==> src/rtl/scan_mux.sv <==
// scan_mux: registered N-channel word selector with a timed round-robin
// auto-scan sequencer. F and Ch are updated on the same edge, so the
// word shown is always the word of the channel reported.
module scan_mux #(
  parameter int unsigned WIDTH    = 4,
  parameter int unsigned CHANNELS = 8,
  parameter int unsigned SEL_W    = $clog2(CHANNELS),
  parameter int unsigned DWELL    = 4
) (
  input  logic                      Clock,
  input  logic                      Reset,
  input  logic                      Mode,
  input  logic [SEL_W-1:0]          S,
  input  logic                      Load,
  input  logic                      Hold,
  input  logic [CHANNELS*WIDTH-1:0] W,
  output logic [WIDTH-1:0]          F,
  output logic [SEL_W-1:0]          Ch,
  output logic                      Valid,
  output logic                      Wrap
);

  // Dwell counter needs at least one bit even when DWELL is 1.
  localparam int unsigned CNT_W = (DWELL > 1) ? $clog2(DWELL) : 1;
  localparam logic [SEL_W-1:0] LAST_CH  = SEL_W'(CHANNELS - 1);
  localparam logic [CNT_W-1:0] LAST_CNT = CNT_W'(DWELL - 1);

  logic [SEL_W-1:0] ch_q, ch_d;
  logic [CNT_W-1:0] cnt_q, cnt_d;
  logic [WIDTH-1:0] f_q, f_d;
  logic             valid_q, valid_d;
  logic             wrap_q, wrap_d;
  logic             s_in_range;
  logic             ch_in_range;

  assign s_in_range  = (32'(S) < CHANNELS);
  assign ch_in_range = (32'(ch_q) < CHANNELS);

  // Next channel / dwell / flags; priority is Mode, then Load > Hold > advance.
  always_comb begin
    ch_d    = ch_q;
    cnt_d   = cnt_q;
    valid_d = 1'b1;
    wrap_d  = 1'b0;
    if (!Mode) begin
      ch_d    = S;
      cnt_d   = '0;
      valid_d = s_in_range;
    end else if (Load) begin
      ch_d  = s_in_range ? S : '0;
      cnt_d = '0;
    end else if (!ch_in_range) begin
      // Entering scan from an out-of-range manual select restarts at channel 0.
      ch_d  = '0;
      cnt_d = '0;
    end else if (Hold) begin
      ch_d  = ch_q;
      cnt_d = cnt_q;
    end else if (cnt_q == LAST_CNT) begin
      cnt_d = '0;
      if (ch_q == LAST_CH) begin
        ch_d   = '0;
        wrap_d = 1'b1;
      end else begin
        ch_d = ch_q + SEL_W'(1);
      end
    end else begin
      cnt_d = cnt_q + CNT_W'(1);
    end
  end

  // Word select for the next channel; zero whenever that channel is out of range.
  always_comb begin
    f_d = '0;
    if (valid_d) begin
      for (int k = 0; k < int'(CHANNELS); k++) begin
        if (ch_d == SEL_W'(k)) f_d = W[k*WIDTH +: WIDTH];
      end
    end
  end

  // State register with synchronous active-high reset.
  always_ff @(posedge Clock) begin
    if (Reset) begin
      ch_q    <= '0;
      cnt_q   <= '0;
      f_q     <= '0;
      valid_q <= 1'b0;
      wrap_q  <= 1'b0;
    end else begin
      ch_q    <= ch_d;
      cnt_q   <= cnt_d;
      f_q     <= f_d;
      valid_q <= valid_d;
      wrap_q  <= wrap_d;
    end
  end

  assign F     = f_q;
  assign Ch    = ch_q;
  assign Valid = valid_q;
  assign Wrap  = wrap_q;

endmodule

==> config.mk <==
export PLATFORM = sky130hd
export DESIGN_NAME = scan_mux
export DESIGN_NICKNAME = d
export VERILOG_FILES = /design/src/rtl/scan_mux.sv
export SDC_FILE = /design/constraint.sdc
export NUM_CORES = 1
export LEC_CHECK = 0
export BUFFER_PORTS_ARGS = -buffer_cell sky130_fd_sc_hd__buf_2
export CORE_MARGIN = 1.5
export CORE_UTILIZATION = 46
export DETAILED_ROUTE_END_ITERATION = 7
export GPL_TIMING_DRIVEN = 0
export PLACE_DENSITY = 0.9
export SETUP_SLACK_MARGIN = 0.05
export SYNTH_ARGS = -nofsm -noshare
export SYNTH_HDL_FRONTEND = slang
export SYNTH_SLANG_ARGS = --single-unit
==> constraint.sdc <==
create_clock -name Clock -period 3.5 [get_ports Clock]
set_input_delay 0.7 -clock Clock [delete_from_list [all_inputs] [get_ports Clock]]
set_output_delay 0.7 -clock Clock [all_outputs]
set_load 0.01 [all_outputs]
==> results.yml <==
outcome:
  status: "completed"
synthesis:
  synth_seq_cells: 11
  yosysUniqueCellTypes: 33
  seq_area_frac_synth_pct: 26.0
  synth.avg_cell_area_um2: 8.54
  synth-edff-count: 0
  ys_warn_count: 0
  synth.cell_area_um2: 846
  syn_inst: 99
  synth_ff_type: "dfxtp_1"
  synthArstFlopShare_pct: 0
  synthesis.nets: 142
cts:
  path_clk_slew_ns: 0.07
  clk_path_buf_depth: 2
  h-tree-depth: 1
  clockRootBuffer: "clkbuf_4"
  post_cts_resized: 0
  cts_sinks: 11
  cts_buffers: 3
  postCtsSetupRepairBufs: 0
  worstSkewPairLatency_ns: 0.27
  cts_hold_buf: 0
  cts_tree: "done"
detailed_routing:
  num_vias: 941
  totalWireLength_um: 2170
  viasPerCell: 5.38
  post_drt_wl_per_cell_um: 12.4
  drt_pass1_iterations: 5
  ant_nets: 0
  drc: 0
  drt_iter0_drc: 12
final_layout:
  final_common_cell: "buf_2"
  stdcell_area_um2: 1140
  drive_gt1_share_pct: 40.0
  antenna_cells: 0
  nNetsFinal: 194
  area_growth_pct: 34.6
  final_cell_mix: "50 x buf_2, 12 x mux2i_1, 11 x dfxtp_1, 11 x nand2_1, 6 x a21oi_1"
  fillers: 159
power:
  comb_power_share_pct: 33.6
  switchingPower_mw: 0.108
  seqPwrFrac_pct: 40.5
  ir_drop_v: 0.000252
  power_leakage_nw: 0.580
  swShare_pct: 31.6
  pwr-share-clk_pct: 25.9
  p_int_mw: 0.234
  p_per_area_nw_per_um2: 301
sta:
  hold_viol: 0
  maxSlewHeadroom_pct: 62.3
  totalNegativeSetupSlack_ns: 0
  rsz0062_at_grt: "no"
  slew_viol_final: 0
  finalCritPeriodShare_pct: 67.9
  worst_slew_pin_slew_ns: 0.563
  finalSetupViolations: 0
  finClkSkew_ns: 0.00119
  min_period_ns: 2.38
  fmax_mhz: 421
grt:
  grt_usage_pct: 21.2
  overflow: 0
  grt_pass1_vias: 814
  antenna_found_initial: 0
  grt_pass1_wl_um: 3300
  grt_max_degree: 11
die:
  die_w_um: 45.9
  initial_utilization_pct: 49.0
  fp-row-count: 15
  dieArea_um2: 2100
  die_height_um: 45.9
  io_pins: 49
  coreArea_um2: 1730
placed_design:
  hpwl_um: 1750
  dpl_cell_area_um2: 1110
  place_congestion: 0.771
  portBuffers: 47
worst_setup_path:
  cp-end-kind: "flip-flop"
  crit_fanout: 6
  cp.arrival_ns: 2.54
  start_kind: "flip-flop"
  crit_required_ns: 3.66
  critPathKind: "reg2reg"
run:
  cap_violations: 0
worst_hold_path:
  worstHoldPathType: "reg2reg"
final timing paths:
path,endpoint,startpoint,slack (ns),cells after the start
worst min register to register,cnt_q[1]$_SDFFE_PP0N_,cnt_q[1]$_SDFFE_PP0N_,0.54,2
worst min-delay path,cnt_q[1]$_SDFFE_PP0N_,cnt_q[1]$_SDFFE_PP0N_,0.54,2
worst max-delay path,F[2]$_SDFF_PP0_,Ch[0]$_SDFF_PP0_,1.12,7
worst max register to register,F[2]$_SDFF_PP0_,Ch[0]$_SDFF_PP0_,1.12,7
per-layer routing:
metal	vias to the layer above	track usage [%]	wire length, µm	part of all wire (%)
met2	46	35.3	1080	50
met4	0	5.14	19	0.88
met1	423	26.1	907	42
met3	2	7.14	165	7.6
met5	-	0	0	0
li1	470	-	-	-
cells in the mapped netlist, drive strengths merged (3+ instances only):
master / number / area (µm²)
nand3: 3 / 15.0
a31oi: 4 / 25.0
inv: 5 / 18.8
ha: 3 / 37.5
nand2: 11 / 41.3
buf: 4 / 26.3
a21oi: 6 / 30.0
nor2: 6 / 38.8
mux2i: 12 / 120
nor3: 5 / 25.0
nor2b: 3 / 18.8
o21ai: 5 / 36.3
dfxtp: 11 / 220
flip-flops by register name, summed over array words and instances, names as in the netlist:
signal and count:
F 4, Valid 1, Ch 3, Wrap 1, cnt_q 2
kinds of logic after synthesis:
kind of cell             count (synthesis)  share of synthesized area (%)
AND/OR/NAND/NOR                         34                           21.9
flip-flops                              11                           26.0
buffers and inverters                    9                           5.33
adder cells (fa/ha/maj)                  3                           4.44
multiplexers                            14                           16.9
AO/OA/AOI/OAI                           28                           25.4
per-stage QoR:
stage | hold slack, ns | worst slack, ns | power (mW) | cells | utilization, %
2_1_floorplan | 0.508 | 1.21 | 0.212 | 99 | -
3_3_place_gp | 0.527 | 1.03 | 0.251 | 171 | 64.4
3_5_place_dp | 0.535 | 1.02 | 0.257 | 171 | 64.4
4_1_cts | 0.549 | 1.11 | 0.345 | 175 | 65.9
5_1_grt | 0.587 | 1.06 | 0.363 | 175 | 65.9
6_report | 0.543 | 1.12 | 0.343 | 175 | 65.9
cell type report:
cell class / count / area, µm² / share of cell area (%)
timing repair buffer: 47 / 235 / 20.7
clock buffer: 4 / 26.3 / 2.31
inverter: 5 / 18.8 / 1.65
buffer: 4 / 26.3 / 2.31
multi-input combinational: 79 / 581 / 51.0
tap: 25 / 31.3 / 2.75
sequential: 11 / 220 / 19.3
power groups by stage:
stage	logic [mW]	clock network, mW	registers (mW)
6_report	0.115	0.0887	0.139
5_1_grt	0.126	0.0964	0.140
4_1_cts	0.115	0.0908	0.139
3_5_place_dp	0.115	0	0.142
3_3_place_gp	0.110	0	0.141
2_1_floorplan	0.0669	0	0.145
critical path, stage by stage (launching register included):
cell	delay, ns
dfxtp_1	0.36
ha_1	0.22
ha_1	0.19
or4b_4	0.54
o211a_4	0.19
nor2_8	0.16
mux2_2	0.35
o221a_1	0.25
(Power assumes the default switching activity.)
